**src/rtl/alu_writeback_pkg.sv**
```systemverilog
// Shared definitions for the ALU writeback slice.
// Condition codes, flag bit positions and queue states.
package alu_writeback_pkg;

   localparam logic [3:0] COND_AL = 4'd0;
   localparam logic [3:0] COND_EQ = 4'd1;
   localparam logic [3:0] COND_NE = 4'd2;
   localparam logic [3:0] COND_CS = 4'd3;
   localparam logic [3:0] COND_CC = 4'd4;
   localparam logic [3:0] COND_MI = 4'd5;
   localparam logic [3:0] COND_PL = 4'd6;
   localparam logic [3:0] COND_VS = 4'd7;
   localparam logic [3:0] COND_VC = 4'd8;
   localparam logic [3:0] COND_GE = 4'd9;
   localparam logic [3:0] COND_LT = 4'd10;
   localparam logic [3:0] COND_GT = 4'd11;
   localparam logic [3:0] COND_LE = 4'd12;
   localparam logic [3:0] COND_NV = 4'd13;

   localparam int FLAG_N = 3;
   localparam int FLAG_Z = 2;
   localparam int FLAG_C = 1;
   localparam int FLAG_V = 0;

   typedef enum logic [1:0] {
      Q_EMPTY = 2'd0,
      Q_ONE   = 2'd1,
      Q_TWO   = 2'd2
   } q_state_e;

endpackage

```
**src/rtl/alu_writeback_cond_eval.sv**
```systemverilog
// Condition-code evaluator against the NZCV flag register.
// Codes 13..15 never pass.
module alu_cond_eval
   import alu_writeback_pkg::*;
(
   input  logic [3:0] cond,
   input  logic [3:0] flags,
   output logic       pass
);

   logic n, z, c, v;

   assign n = flags[FLAG_N];
   assign z = flags[FLAG_Z];
   assign c = flags[FLAG_C];
   assign v = flags[FLAG_V];

   // decode the condition code into a single pass bit
   always_comb begin
      pass = 1'b0;
      case (cond)
         COND_AL: pass = 1'b1;
         COND_EQ: pass = z;
         COND_NE: pass = !z;
         COND_CS: pass = c;
         COND_CC: pass = !c;
         COND_MI: pass = n;
         COND_PL: pass = !n;
         COND_VS: pass = v;
         COND_VC: pass = !v;
         COND_GE: pass = (n == v);
         COND_LT: pass = (n != v);
         COND_GT: pass = !z && (n == v);
         COND_LE: pass = z || (n != v);
         default: pass = 1'b0;
      endcase
   end

endmodule

```
**src/rtl/alu_writeback.sv**
```systemverilog
// ALU writeback: NZCV register, retire counter, 2-entry skid queue.
// Define ALU_WB_COND_EN to enable condition-code evaluation.
module alu_writeback
   import alu_writeback_pkg::*;
#(
   parameter int DATA_W = 16,
   parameter int ADDR_W = 3
) (
   input  logic              clk,
   input  logic              rst_n,
   input  logic              in_valid,
   output logic              in_ready,
   input  logic [DATA_W-1:0] alu_data,
   input  logic              alu_n,
   input  logic              alu_z,
   input  logic              alu_c,
   input  logic              alu_v,
   input  logic [ADDR_W-1:0] dest_addr,
   input  logic              wb_en,
   input  logic              flag_en,
   input  logic [3:0]        cond,
   output logic              rf_valid,
   input  logic              rf_ready,
   output logic [ADDR_W-1:0] rf_addr,
   output logic [DATA_W-1:0] rf_data,
   output logic [3:0]        flags_q,
   output logic [15:0]       retired
);

   q_state_e          state_q, state_d;
   logic [ADDR_W-1:0] head_addr_q, head_addr_d;
   logic [DATA_W-1:0] head_data_q, head_data_d;
   logic [ADDR_W-1:0] tail_addr_q, tail_addr_d;
   logic [DATA_W-1:0] tail_data_q, tail_data_d;
   logic [15:0]       retired_q;

   logic accept;
   logic pass;
   logic enq;
   logic deq;

`ifdef ALU_WB_COND_EN
   alu_cond_eval u_cond (
      .cond  (cond),
      .flags (flags_q),
      .pass  (pass)
   );
`else
   logic unused_cond;
   assign unused_cond = ^cond;
   assign pass = 1'b1;
`endif

   // ready depends on registered state only
   assign in_ready = (state_q != Q_TWO);
   assign rf_valid = (state_q != Q_EMPTY);
   assign rf_addr  = head_addr_q;
   assign rf_data  = head_data_q;
   assign retired  = retired_q;

   assign accept = in_valid && in_ready;
   assign enq    = accept && pass && wb_en;
   assign deq    = rf_valid && rf_ready;

   // queue next state: new entries go to head when it frees up
   always_comb begin
      state_d     = state_q;
      head_addr_d = head_addr_q;
      head_data_d = head_data_q;
      tail_addr_d = tail_addr_q;
      tail_data_d = tail_data_q;
      case (state_q)
         Q_EMPTY: begin
            if (enq) begin
               state_d     = Q_ONE;
               head_addr_d = dest_addr;
               head_data_d = alu_data;
            end
         end
         Q_ONE: begin
            if (enq && deq) begin
               head_addr_d = dest_addr;
               head_data_d = alu_data;
            end else if (enq) begin
               state_d     = Q_TWO;
               tail_addr_d = dest_addr;
               tail_data_d = alu_data;
            end else if (deq) begin
               state_d = Q_EMPTY;
            end
         end
         Q_TWO: begin
            if (deq) begin
               state_d     = Q_ONE;
               head_addr_d = tail_addr_q;
               head_data_d = tail_data_q;
            end
         end
         default: state_d = Q_EMPTY;
      endcase
   end

   // queue state and entry registers
   always_ff @(posedge clk or negedge rst_n) begin
      if (!rst_n) begin
         state_q     <= Q_EMPTY;
         head_addr_q <= '0;
         head_data_q <= '0;
         tail_addr_q <= '0;
         tail_data_q <= '0;
      end else begin
         state_q     <= state_d;
         head_addr_q <= head_addr_d;
         head_data_q <= head_data_d;
         tail_addr_q <= tail_addr_d;
         tail_data_q <= tail_data_d;
      end
   end

   // architectural flags update only on passing flag-setting accepts
   always_ff @(posedge clk or negedge rst_n) begin
      if (!rst_n) begin
         flags_q <= 4'b0000;
      end else if (accept && pass && flag_en) begin
         flags_q <= {alu_n, alu_z, alu_c, alu_v};
      end
   end

   // every accept retires, including condition-failed ones
   always_ff @(posedge clk or negedge rst_n) begin
      if (!rst_n) begin
         retired_q <= '0;
      end else if (accept) begin
         retired_q <= retired_q + 16'd1;
      end
   end

endmodule

```
**config.mk**
```make
export PLATFORM = sky130hd
export DESIGN_NAME = alu_writeback
export DESIGN_NICKNAME = d
export VERILOG_FILES = /design/src/rtl/alu_writeback_pkg.sv /design/src/rtl/alu_writeback_cond_eval.sv /design/src/rtl/alu_writeback.sv
export SDC_FILE = /design/constraint.sdc
export NUM_CORES = 1
export LEC_CHECK = 0
export ABC_AREA = 1
export BUFFER_PORTS_ARGS = -buffer_cell sky130_fd_sc_hd__buf_2
export CORE_UTILIZATION = 38
export CTS_BUF_LIST = sky130_fd_sc_hd__clkbuf_8
export CTS_CLUSTER_DIAMETER = 50
export DETAILED_ROUTE_END_ITERATION = 10
export PLACE_DENSITY = 0.74
export SYNTH_ARGS = -nofsm -noshare
export SYNTH_HDL_FRONTEND = slang
export SYNTH_SLANG_ARGS = --single-unit
```
**constraint.sdc**
```tcl
create_clock -name clk -period 1.4 [get_ports clk]
set_input_delay 0.14 -clock clk [delete_from_list [all_inputs] [get_ports clk]]
set_output_delay 0.14 -clock clk [all_outputs]
set_load 0.02 [all_outputs]
```
* Word level (Yosys, flattened, before mapping)
Index checks and enable logic that the tools add are counted. W data, S select, Z words.
Operators by class: add/subtract/negate cells 1, equal/unequal tests 8, muxes and demuxes 14, bitwise gates (word level) 1, reductions and logical operators 11
Operators with widths (count):
- $mux W16 | 3
- $pmux W16 S3 | 1
- $add A16 B1 Y16 const B | 1
- $mux W2 | 5
- $ne A2 B2 Y1 const B | 5
- $mux W3 | 3
- $pmux W3 S3 | 1
- $reduce_and A4 Y1 | 2
- $pmux W2 S3 | 1
- $logic_and A1 B1 Y1 | 5
- $ne A3 B3 Y1 const B | 1
- $reduce_and A3 Y1 | 1
- $reduce_bool A3 Y1 | 1
- $eq A2 B1 Y1 const B | 1
- $eq A2 B2 Y1 const B | 1
- $logic_not A2 Y1 | 1
- $reduce_bool A2 Y1 | 1
- $not A1 Y1 | 1
Storage, ports and cells: flip-flop bits (word level) 60, input port bits 33, output and inout port bits 41, word-level logic and storage cells 42

* Logic depth before layout (Yosys ltp)
depth in word-level cells 6, gate-level depth with buffers 9, mapped depth without buffers 9

* Least setup slack after synthesis
OpenSTA, ideal clock, no wires.
path type register to register, from reg retired_q[1], in the netlist retired[1], to reg retired_q[10], in the netlist retired[10], library setup time 117 ps, data arrival time 1235 ps, required time 1283 ps, slack 48 ps, stages on the path, launching flop included 9, buffers on the path 0, period minus slack after synthesis 1352 ps, path through dfrtp_1 ha_1 inv_1 nor2_2 nand2_1 nor2_2 nand2_1 nand2_1 nand2_1
Between the ends: word-level cells in the longest chain between the ends 1
RTL lines:
- start, declared | RTL line alu_writeback.sv:35 | logic [15:0] retired_q;
- start signal, assigned | RTL line alu_writeback.sv:134 | retired_q <= retired_q + 16'd1;
- $add A16 B1 Y16 | RTL line alu_writeback.sv:134
Every way passes these cells. A chain may end at the register's enable or synchronous reset.

* Worst setup path in the final report
from reg state_q[0], to out in_ready
Between the ends: word-level cells in the longest chain between the ends 1
RTL lines:
- start, declared | RTL line alu_writeback.sv:30 | q_state_e state_q, state_d;
- start signal, assigned | RTL line alu_writeback.sv:112 | state_q <= state_d;
- $ne A2 B2 Y1 | RTL line alu_writeback.sv:55 | assign in_ready = (state_q != Q_TWO);
- end, declared | RTL line alu_writeback.sv:12 | output logic in_ready,
Every way passes these cells.

==> flow_summary.toml <==
[outcome]
status = "finished clean"

[setup_path]
crit-reg2reg-capture = "rf_addr[1]"
startpoint = "state_q[0]"
worstSetupPathType = "reg2out"
slowest_delay_ns = 0.39
worst_ep_arrival_time_ns = 1.21
setup.worst_path.start_class = "flop"
critPathBufInv = 3
critical_path_required_ns = 1.26
crit_path_cell_trace = "inv_2, nand2_4, buf_12, buf_4"
slowest_cp_cell = "sky130_fd_sc_hd__dfrtp_1"
r2r_slack_ns = 0.05
worst-path-max-fanout = 5
critical_path.reg2reg.startpoint = "state_q[1]"
worst_r2r_path_depth = 7
critPathCaptureType = "output pin"
crit_family = "flip-flops"

[yosys]
synth_cells = 334
ys_seq_elements = 60
seq_area_frac_synth_pct = 53.5
synth_top_cells_by_area = "sky130_fd_sc_hd__dfrtp_1 54%, sky130_fd_sc_hd__nand2_1 15%, sky130_fd_sc_hd__o21ai_0 5.2%, sky130_fd_sc_hd__nor2_1 4.3%, sky130_fd_sc_hd__inv_1 3.7%"
synth.avg_cell_area_sq_um = 8.40
netlist_area_sq_um = 2810
synth_simple_gate_area_share_pct = 24.3
syn_nets = 368
yosysWarnings = 0
synth_fa_ha_area_share_pct = 0.446
synth.largest_area_cell = "sky130_fd_sc_hd__dfrtp_1"
largest_family_of_logic_cells_by_synthesized_area = "simple AND/OR/NAND/NOR gates"
synth_mux_area_share_pct = 1.78
xor_xnor_share_of_the_synthesized_area_pct = 2.50
yosysUniqueCellTypes = 25
synth_compound_gate_area_share_pct = 10.8
synth.top_cell.area_share_pct = 53.5

[global_routing]
antenna_found_initial = 0
globalRouteOverflowTotal = 0
grt_pass1_wl_um = 9290
first_global_vias = 2101
grt_max_degree = 61
groute.usage.overall_pct = 15.7

[floorplan]
fp.dieArea_sq_um = 7730
floorplan.die.width_um = 87.9
core_sq_um = 6940
die_h_um = 87.9
placement_rows = 30
starting_density_of_the_core_pct = 40.4
io_pins = 74

[layout]
area.growth.synth_to_final_pct = 34.3
drive_gt1_share_pct = 30.1
nets = 461
number_of_fill_cells_in_the_layout = 630
non_filler_instance_count_after_layout = 528
n_antenna_cell = 0

[clock_network]
worst_setup_hold_path_clk_slew_ns = 0.07
cts_num_sinks = 60
cts-buffers-inserted = 9
cts_tree = "yes"
clock_tree.root_cell = "sky130_fd_sc_hd__clkbuf_8"
insertion_delay_ns = 0.34
cts-root-to-sink-buffers = 2
htree_levels = 3

[sta]
layout_worst_path_cycle_share_pct = 96.2
slew_headroom_pct = 78.6
finalMaxSlewViolations = 0
fmax_ghz = 0.742
period_minus_slack_ns = 1.35
setup_violations = 0
hold_viol = 0
skew_ns = 0.0102
max_slew.worst_pin.slew_ns = 0.322

[placed_design]
port_buffers = 69
detailed_place_hpwl_um = 4010
post-place-cells = 500
gpl.final_weighted_congestion = 0.822

[drt]
detailed_route_via_count = 2395
firstDrtPassIters = 4
drt_iter0_drc = 121
drcViolationCount = 0
vias_per_cell = 4.54
detail_route.wirelength_um = 6280
final_antenna_net_count = 0
drt-wirelength-per-cell_um = 11.9

[pwr]
power.leakage_nw = 1.96
cellPowerDensity_nw_per_um2 = 1610
vdd_ir_drop_max_v = 0.000686
total_power_w = 0.00606

[min_path]
min_from = "dest_addr[2]"
whs_path_depth = 3
hold_end = "tail_addr_q[2]"
hp-class = "in2reg"

[job]
timing.max_cap.violations = 0
[through the flow]
stage / instance area, sq um / utilization, % / setup slack (ns) / hold slack (ns) / TNS (ns)
3_5_place_dp: 3320 / 47.9 / 0.0116 / 0.180 / 0
2_1_floorplan: 2810 / - / 0.0477 / -0.156 / 0
6_report: 3770 / 54.2 / 0.0526 / 0.0136 / 0
4_1_cts: 3570 / 51.4 / 0.00282 / 0.00102 / 0
3_3_place_gp: 3320 / 47.9 / 0.0701 / 0.172 / 0
5_1_grt: 3770 / 54.2 / -0.00756 / 0.00893 / -0.0119
[cells in the final DEF (no fill, tap or decap), types with 4 or more instances in the layout]
cell type | synthesis | layout
sky130_fd_sc_hd__buf_12 | 0 | 4
sky130_fd_sc_hd__a21oi_1 | 14 | 14
sky130_fd_sc_hd__buf_2 | 4 | 68
sky130_fd_sc_hd__o21ai_1 | 7 | 12
sky130_fd_sc_hd__nor2_1 | 32 | 30
sky130_fd_sc_hd__inv_1 | 28 | 28
sky130_fd_sc_hd__xor2_1 | 6 | 6
sky130_fd_sc_hd__nand3_1 | 6 | 6
sky130_fd_sc_hd__nand2_1 | 114 | 111
sky130_fd_sc_hd__dfrtp_1 | 60 | 60
sky130_fd_sc_hd__o21ai_0 | 29 | 22
sky130_fd_sc_hd__buf_4 | 3 | 15
sky130_fd_sc_hd__clkbuf_8 | 0 | 10
sky130_fd_sc_hd__mux2i_1 | 5 | 5
sky130_fd_sc_hd__o21ai_2 | 6 | 7
[registers in the layout, indices dropped and copies added, names as in the netlist]
name,count
tail_addr_q,3
rf_data,16
flags_q,4
rf_addr,3
tail_data_q,16
state_q,2
retired,16
[cell usage after synthesis (all sizes together)]
| cell type | instances |
|---|---|
| dfrtp | 60 |
| xor2 | 6 |
| buf | 9 |
| ha | 1 |
| nor2 | 36 |
| a21oi | 14 |
| inv | 30 |
| o21ai | 42 |
| xnor2 | 2 |
| nand3 | 7 |
| nand2 | 116 |
| nand4 | 1 |
| nand3b | 3 |
| mux2i | 5 |
| clkbuf | 2 |
[area by class of cell]
type                       instances  area (sq um)  share of cell area [%]
clock inverter                     6          87.6                    2.33
clock buffer                      10           138                    3.65
multi-input combinational        234          1170                    31.2
timing repair buffer              92           629                    16.7
tap                               96           120                    3.19
sequential                        60          1500                    39.9
inverter                          30           115                    3.06
[worst max path at each step]
stage                     endpoint  slack [ns]  cells after the start
floorplan              retired[10]        0.05                      8
global placement        rf_addr[2]        0.07                      7
detailed placement     rf_data[15]        0.01                      6
CTS                       in_ready       0.003                      4
global route        tail_data_q[4]      -0.008                      8
finish                    in_ready        0.05                      4
[logic make-up after synthesis]
kind of cell	after synthesis
xor gates and xnor gates	8
AOI/OAI and AO/OA	56
adders and majority gates	1
DFF	60
muxes	5
and+or+nand+nor	163
buffers and inverters	41
[power breakdown]
group | switching (W) | total (W) | leakage (nW) | internal [W]
Clock | 0.000690 | 0.00174 | 0.116 | 0.00105
Sequential | 0.000279 | 0.00252 | 0.753 | 0.00224
Combinational | 0.00110 | 0.00180 | 1.09 | 0.000692
Total | 0.00207 | 0.00606 | 1.96 | 0.00399
[worst reg2reg max path, delay by kind of cell (launching register included)]
kind,cells,cell delay (ns)
compound gates,2,0.22
buf+inv,1,0.17
flops,1,0.42
simple gates,4,0.42
[per-layer routing]
| metal | track usage [%] | vias up | routed length [um] |
|---|---|---|---|
| met1 | 20.3 | 1093 | 3080 |
| met3 | 4.05 | 10 | 211 |
| met4 | 7.15 | 0 | 100 |
| li1 | - | 1245 | - |
| met5 | 0 | - | 0 |
| met2 | 24.9 | 47 | 2880 |
[what timing repair did]
item / CTS / global route
resized for setup: 4 / 19
setup endpoints to repair: 1 / 37
setup buffers: 0 / 6
pin swaps: 0 / 2
cloned: 0 / 5
hold endpoints to repair: 60 / 0
hold buffers: 1 / 0
Power figures use the tool's default switching activity.
